[src/rtl/uart_rx_byte_pkg.sv]
// Shared definitions for the UART byte receiver: FSM encodings and the default bit period.
package uart_rx_byte_pkg;

  // 10 MHz system clock / 115200 baud
  localparam int unsigned RX_CLKS_PER_BIT_DEFAULT = 87;

  typedef enum logic [2:0] {
    RX_IDLE  = 3'd0,
    RX_START = 3'd1,
    RX_DATA  = 3'd2,
    RX_STOP  = 3'd3
  } rx_state_e;

endpackage

[src/rtl/uart_rx_byte_if.sv]
// Parallel-side bundle of the UART receiver: received byte, strobes and debug state.
interface uart_rx_byte_if;

  logic [7:0] rx_data;
  logic       rx_valid;
  logic       rx_frame_err;
  logic       rx_busy;
  logic [2:0] rx_state;

  modport master (
    output rx_data, rx_valid, rx_frame_err, rx_busy, rx_state
  );

  modport slave (
    input rx_data, rx_valid, rx_frame_err, rx_busy, rx_state
  );

endinterface

[src/rtl/uart_rx_byte_sync_2ff.sv]
// 1-bit two-flop synchronizer with a selectable reset level, reusable for any async input pin.
module sync_2ff #(
  parameter logic RST_VAL = 1'b0
) (
  input  logic clk,
  input  logic rst_n,
  input  logic d_i,
  output logic q_o
);

  logic meta_q;
  logic sync_q;

  // NOTE: sequential state uses non-blocking assignments so every flop samples pre-edge values.
  always_ff @(posedge clk) begin
    if (!rst_n) begin
      meta_q <= RST_VAL;
      sync_q <= RST_VAL;
    end else begin
      meta_q <= d_i;
      sync_q <= meta_q;
    end
  end

  assign q_o = sync_q;

endmodule

[src/rtl/uart_rx_byte.sv]
// 8N1 UART receiver: samples mid-bit, delivers each good byte with a one-cycle strobe.
module uart_rx_byte
  import uart_rx_byte_pkg::*;
#(
  parameter int unsigned CLKS_PER_BIT = RX_CLKS_PER_BIT_DEFAULT
) (
  input  logic           CLK,
  input  logic           RESET,
  input  logic           RXD,
  uart_rx_byte_if.master rx
);

  localparam int unsigned      CNT_W    = $clog2(CLKS_PER_BIT);
  localparam logic [CNT_W-1:0] CNT_HALF = CNT_W'((CLKS_PER_BIT - 1) / 2);
  localparam logic [CNT_W-1:0] CNT_LAST = CNT_W'(CLKS_PER_BIT - 1);

  rx_state_e        state_q, state_d;
  logic [CNT_W-1:0] cnt_q, cnt_d;
  logic [2:0]       bit_idx_q, bit_idx_d;
  logic [7:0]       shift_q, shift_d;
  logic [7:0]       data_q, data_d;
  logic             valid_q, valid_d;
  logic             ferr_q, ferr_d;
  logic             rxd_s;
  logic             rxd_hist_q;

  // Idle-high reset level keeps a reset from looking like a start edge.
  sync_2ff #(.RST_VAL(1'b1)) u_sync (
    .clk   (CLK),
    .rst_n (RESET),
    .d_i   (RXD),
    .q_o   (rxd_s)
  );

  // State register
  always_ff @(posedge CLK) begin
    if (!RESET) begin
      state_q    <= RX_IDLE;
      cnt_q      <= '0;
      bit_idx_q  <= '0;
      shift_q    <= '0;
      data_q     <= '0;
      valid_q    <= 1'b0;
      ferr_q     <= 1'b0;
      rxd_hist_q <= 1'b1;
    end else begin
      state_q    <= state_d;
      cnt_q      <= cnt_d;
      bit_idx_q  <= bit_idx_d;
      shift_q    <= shift_d;
      data_q     <= data_d;
      valid_q    <= valid_d;
      ferr_q     <= ferr_d;
      rxd_hist_q <= rxd_s;
    end
  end

  // Next-state logic
  always_comb begin
    // NOTE: every combinational output gets a default first so no path can infer a latch.
    state_d   = state_q;
    cnt_d     = cnt_q;
    bit_idx_d = bit_idx_q;
    shift_d   = shift_q;
    data_d    = data_q;
    valid_d   = 1'b0;
    ferr_d    = 1'b0;

    case (state_q)
      RX_IDLE: begin
        cnt_d = '0;
        // Only a fresh high-to-low transition arms a frame; a held-low line never does.
        if (rxd_hist_q && !rxd_s) state_d = RX_START;
      end
      RX_START: begin
        if (cnt_q == CNT_HALF) begin
          cnt_d     = '0;
          bit_idx_d = '0;
          state_d   = rxd_s ? RX_IDLE : RX_DATA;
        end else begin
          cnt_d = cnt_q + 1'b1;
        end
      end
      RX_DATA: begin
        if (cnt_q == CNT_LAST) begin
          cnt_d              = '0;
          shift_d[bit_idx_q] = rxd_s;
          if (bit_idx_q == 3'd7) state_d   = RX_STOP;
          else                   bit_idx_d = bit_idx_q + 1'b1;
        end else begin
          cnt_d = cnt_q + 1'b1;
        end
      end
      RX_STOP: begin
        if (cnt_q == CNT_LAST) begin
          cnt_d   = '0;
          state_d = RX_IDLE;
          if (rxd_s) begin
            data_d  = shift_q;
            valid_d = 1'b1;
          end else begin
            ferr_d = 1'b1;
          end
        end else begin
          cnt_d = cnt_q + 1'b1;
        end
      end
      default: begin
        state_d   = RX_IDLE;
        cnt_d     = '0;
        bit_idx_d = '0;
      end
    endcase
  end

  // Output logic
  always_comb begin
    rx.rx_data      = data_q;
    rx.rx_valid     = valid_q;
    rx.rx_frame_err = ferr_q;
    rx.rx_busy      = (state_q != RX_IDLE);
    rx.rx_state     = state_q;
  end

endmodule
[src/flat_wrapper.sv]
// flat-port wrapper written by rule: the top's interface ports become plain ports
module uart_rx_byte_flat import uart_rx_byte_pkg::*;
#(
  parameter int unsigned CLKS_PER_BIT = RX_CLKS_PER_BIT_DEFAULT
)
  (CLK, RESET, RXD, rx_rx_data, rx_rx_valid, rx_rx_frame_err, rx_rx_busy, rx_rx_state);
  uart_rx_byte_if rx_i ();
  input  logic CLK;
  input  logic RESET;
  input  logic RXD;
  output wire logic [$bits(rx_i.rx_data)-1:0] rx_rx_data;
  output wire logic [$bits(rx_i.rx_valid)-1:0] rx_rx_valid;
  output wire logic [$bits(rx_i.rx_frame_err)-1:0] rx_rx_frame_err;
  output wire logic [$bits(rx_i.rx_busy)-1:0] rx_rx_busy;
  output wire logic [$bits(rx_i.rx_state)-1:0] rx_rx_state;
  assign rx_rx_data = rx_i.rx_data;
  assign rx_rx_valid = rx_i.rx_valid;
  assign rx_rx_frame_err = rx_i.rx_frame_err;
  assign rx_rx_busy = rx_i.rx_busy;
  assign rx_rx_state = rx_i.rx_state;
  uart_rx_byte #(.CLKS_PER_BIT(CLKS_PER_BIT)) u_core (.CLK(CLK), .RESET(RESET), .RXD(RXD), .rx(rx_i));
endmodule
[config.mk]
export PLATFORM = sky130hd
export DESIGN_NAME = uart_rx_byte_flat
export DESIGN_NICKNAME = d
export VERILOG_FILES = /design/src/rtl/uart_rx_byte_pkg.sv /design/src/rtl/uart_rx_byte_if.sv /design/src/rtl/uart_rx_byte_sync_2ff.sv /design/src/rtl/uart_rx_byte.sv /design/src/flat_wrapper.sv
export SDC_FILE = /design/constraint.sdc
export NUM_CORES = 1
export LEC_CHECK = 0
export ABC_AREA = 1
export CAP_MARGIN = 20
export CORE_AREA = 2 2 82 84
export CTS_BUF_LIST = sky130_fd_sc_hd__clkbuf_8
export DETAILED_ROUTE_END_ITERATION = 10
export DIE_AREA = 0 0 84 86
export RECOVER_POWER = 25
export SYNTH_ARGS = -nofsm -noshare
export SYNTH_HDL_FRONTEND = slang
export SYNTH_SLANG_ARGS = --single-unit
[constraint.sdc]
create_clock -name CLK -period 3.6 [get_ports CLK]
set_clock_uncertainty 0.1 [all_clocks]
set_input_delay 0.72 -clock CLK [delete_from_list [all_inputs] [get_ports CLK]]
set_output_delay 0.72 -clock CLK [all_outputs]
set_load 0.02 [all_outputs]
=== Yosys cells after proc, flatten, opt, wreduce, memory -nomap -nowiden ===
Cells that the tools add are included.

* $add $sub $neg: 2
* Multiply operators: 0
* Div/mod/pow operators: 0
* Magnitude comparators: 2
* Eq/ne operators: 12
* Shift-type cells: 0
* Muxes and demuxes: 19
* Bitwise logic cells: 1
* Reductions and logical operators: 12

{| class="wikitable"
|+ Operators by type and width
! cell !! number
|-
| two-way mux 3 bit || 8
|-
| two-way mux 7 bit || 2
|-
| one-hot mux 7 bit (2 select lines) || 1
|-
| one-hot mux 3 bit (4 select lines) || 1
|-
| != test 2 x 1 -> 1 bit (second input constant) || 5
|-
| one-hot mux 3 bit (3 select lines) || 1
|-
| bitwise mux 8 bit || 1
|-
| adder 7 x 1 -> 7 bit (second input constant) || 1
|-
| equality test 7 x 6 -> 1 bit (second input constant) || 1
|-
| equality test 7 bit (second input constant) || 1
|-
| equality test 3 x 2 -> 1 bit (second input constant) || 2
|-
| AND reduction 3 bit || 2
|-
| AND reduction 5 bit || 1
|-
| < comparator 3 x 4 -> 1 bit (second input constant) || 1
|-
| AND reduction 4 bit || 1
|-
| OR reduction 2 bit || 2
|-
| adder 3 x 1 -> 3 bit (second input constant) || 1
|-
| demux 1 bit (select 3 bit) || 1
|-
| equality test 3 x 1 -> 1 bit (second input constant) || 1
|-
| equality test 3 bit (second input constant) || 1
|-
| greater-or-equal comparator 3 x 1 -> 1 bit (second input constant) || 1
|-
| logical NOT 3 bit || 1
|-
| two-way mux 1 bit || 3
|-
| nonzero test 3 bit || 1
|-
| other kinds (6) || 7
|}

* Register bits: 34
* Bits in latches: 0
* Bits in writable memories: 0
* Bits in read-only memories: 0
* Input port bits: 3
* Output and inout bits: 14
* Word-level logic and storage cells: 58
* Memories: 0

=== Logic depth before layout (Yosys ltp) ===
* Depth after elaboration: 5
* Depth in mapped cells: 11
* Mapped depth without buffers: 11

=== Cells and area by module ===
From an unflattened synthesis, not the netlist that was laid out.

* Cells, all modules: 211
* Area total of the unflattened synthesis: 1,560.2 um^2

{| class="wikitable"
|+ Modules (own cells, without submodules)
! module !! instances !! cells an instance !! area each (um^2) !! sequential area each (um^2)
|-
| uart_rx_byte || 1 || 205 || 1,505.2 || 620.6
|-
| sync_2ff || 1 || 6 || 55.1 || 40.0
|}

=== Worst setup path after synthesis ===
OpenSTA, ideal clock, no wires.

* Path type: reg2out
* Start point: register u_core.state_q[0], in the netlist u_core.rx.rx_state[0]
* End point: output rx_rx_busy
* Arrival: 1.014 ns
* Data required time: 2.780 ns
* Path slack: 1.766 ns
* Cell stages (with the launch flop): 4
* Buffers on the path: 0
* Path through: dfxtp_1 -> inv_1 -> ha_1 -> inv_1

* Longest elaborated chain between the ends: 1

{| class="wikitable"
|+ Ends and longest elaborated chain
! element !! line !! RTL
|-
| from (decl) || uart_rx_byte.sv:17 || <nowiki>rx_state_e state_q, state_d;</nowiki>
|-
| from (signal assigned) || uart_rx_byte.sv:47 || <nowiki>state_q <= state_d;</nowiki>
|-
| nonzero test 3 bit || uart_rx_byte.sv:121 || <nowiki>rx.rx_busy = (state_q != RX_IDLE);</nowiki>
|-
| to (decl) || flat_wrapper.sv:14 || <nowiki>output wire logic [$bits(rx_i.rx_busy)-1:0] rx_rx_busy;</nowiki>
|}

No other way between the ends.

=== Worst setup path after layout ===
Ends and elaborated chain as after synthesis.

==> impl_metrics.toml <==
[run_status]
status = "finished, final reports clean"

[timing]
tightest_slew_ns = 0.779
setup_viol = 0
rsz0062_at_grt = "false"
hold_viol = 0
finalCritPeriodShare_pct = 72.3
slew_headroom_pct = 47.7
clock.fmax_mhz = 384
maxSlewViolCount = 0
setup_tns_ns = 0
min_period_ns = 2.60

[clocking]
cts_setup_buffers = 0
cts_made_buffers = 5
clk_pin_slew_ns = 0.07
clockBufferDepth = 2
cts-root-buf = "clkbuf_8"
tritoncts = "built"
ctsHoldBuffers = 0
cts_htree_levels = 2
clk_latency_ns = 0.28
cts_resized = 0
numClockSinks = 33

[route]
wl_per_cell_um = 9.51
drtIter0Drc = 45
dr.pass1.iters = 4
antenna_left = 0
postRouteWirelength_mm = 2.81
via_count = 1225
viasPerCell = 4.15
route.detailed.drc = 0

[logic_synthesis]
synthXorXnorAreaFrac_pct = 2.87
synth-compound-area-share_pct = 7.96
ys_seq_area_share_pct = 43.3
synth_edf_count = 0
synthTopCellsByCount = "47 x nand2_1, 33 x dfxtp_1, 25 x nor2_1"
synth_simple_gate_area_share_pct = 31.8
ys_seq_elements = 33
ys_warn_count = 0
synth_area_sq_mm = 0.00153
yosysTopAreaCell = "dfxtp_1"
synth.area.top_cells = "dfxtp_1 43%, nand2_1 12%, ha_1 7.4%"
synth_cell_types = 25
yosysTopAreaCellShare_pct = 43.3
synth.avg_cell_area_sq_um = 7.66
synthAdderAreaFrac_pct = 7.38
synth_cells = 199
syn_nets = 211
synthMostInstantiatedCell = "nand2_1"
synth_ff_type = "dfxtp_1"
async_flop_share_pct = 0
yosys-mux-area-fraction_pct = 0
synth_top_family_by_area = "simple AND/OR/NAND/NOR gates"

[grt]
grt_usage_pct = 8.71
grt_max_degree = 16
grt_pass1_wl_mm = 5.11
antenna_found_initial = 0
overflow = 0
grt_pass1_vias = 1167

[final_layout]
fill_cells = 669
antenna_cells = 0
num-nets-final = 229
area_growth_pct = 21.5
drive_gt1_share_pct = 9.17

[power_and_ir_drop]
p_clk_share_pct = 29.3
combPwrFrac_pct = 32.7
p_sw_share_pct = 35.9
cellInternalPower_mw = 0.767
leakagePower_nw = 0.736
power_switching_mw = 0.430
power.total_mw = 1.20
power_frac_seq_pct = 37.9
ir_worst_vdd_v = 0.000213
power_density_mw_per_mm2 = 646

[placement]
port_buffers = 15
dp_hpwl_mm = 2.08
place.gp.congestion = 0.751

[setup_path]
ff2ff_path_depth = 7
cp_max_fo = 7
cp-startpoint = "u_core.rx.rx_state[0]"
rr_startpoint = "u_core.rx.rx_state[0]"
endpoint_kind = "output pin"
crit_required_ns = 2.78
worst_setup_path_start_kind = "register"
rrSetupSlack_ns = 1.56
crit_arrival_ns = 1.78
setup.worst_path.class = "reg -> out"

[die]
ioPinCount = 17
start_util_pct = 24.3
core_sq_mm = 0.00628
chipWidth_um = 84
rows = 29
die_h_um = 86
die-area_sq_mm = 0.00722

[worst_hold_path]
min_path_type = "reg -> reg"
hp-start = "u_core.u_sync.meta_q"
holdPathStages = 1

[flow_run]
cap_violations = 0
[layer usage]
metal / global-route usage (%) / wire (um)
met5: 0 / 0
met2: 13.7 / 1240
met4: 3.96 / 42
met3: 2.98 / 115
met1: 10.8 / 1400
[power by group through the flow]
stage / registers, mW / clock network [mW] / logic [mW]
finish: 0.454 / 0.351 / 0.391
global placement: 0.461 / 0 / 0.395
CTS: 0.456 / 0.361 / 0.401
floorplan: 0.452 / 0 / 0.301
detailed placement: 0.464 / 0 / 0.399
global route: 0.462 / 0.381 / 0.449
[worst paths after layout]
check / end
hold reg to reg: u_core.u_sync.q_o
hold / removal: u_core.u_sync.q_o
setup / recovery: rx_rx_busy
setup reg to reg: u_core.shift_q[4]
[final cells by class]
class	count	area, sq um	share of cell area, %
multi-input combinational	141	751	40.5
clock buffer	6	82.6	4.46
sequential	33	661	35.7
tap	77	96.3	5.20
inverter	21	78.8	4.25
timing repair buffer	15	150	8.10
clock inverter	2	33.8	1.82
[worst max-delay path: stages (launching register included)]
cell and delay [ns]:
dfxtp_1 0.46, inv_1 0.10, ha_1 0.25, inv_1 0.10, clkdlybuf4s50_1 0.60
[registers in the layout, summed over array words and instances, names as in the netlist]
| name | count |
|---|---|
| u_core.rx.rx_data | 8 |
| u_core.u_sync.meta_q | 1 |
| u_core.rx.rx_frame_err | 1 |
| u_core.shift_q | 8 |
| u_core.rx.rx_valid | 1 |
| u_core.cnt_q | 7 |
| u_core.rx.rx_state | 2 |
| u_core.bit_idx_q | 3 |
| u_core.rxd_hist_q | 1 |
| u_core.u_sync.q_o | 1 |
[kinds of logic after synthesis]
group / Yosys count
fa+ha+maj: 9
other cells: 1
buf+inv: 25
xor+xnor: 5
compound gates: 23
flops: 33
simple gates: 103
[cell usage in the layout (no fill, tap or decap), drive strengths merged]
cell type / n
nand2: 47
dfxtp: 33
nor2: 28
inv: 22
a21oi: 20
nand3: 15
clkdlybuf4s50: 14
ha: 9
clkbuf: 6
nand4: 5
nor3: 4
xor2: 3
or2: 3
xnor2: 2
a21boi: 1
o21bai: 1
a31oi: 1
nor4: 1
conb: 1
bufinv: 1
dlygate4sd3: 1
[stage by stage]
stage / hold slack [ns] / utilization, % / cell area [sq um] / cells / setup slack [ns]
after detailed placement: 0.303 / 27.9 / 1750 / 287 / 1.22
after floorplan: 0.293 / - / 1530 / 199 / 1.77
after CTS: 0.320 / 29.8 / 1870 / 295 / 0.976
after global routing: 0.340 / 29.5 / 1850 / 295 / 0.883
after global placement: 0.301 / 27.9 / 1750 / 287 / 1.23
final: 0.315 / 29.5 / 1850 / 295 / 0.997
Power figures use the tool's default switching activity.
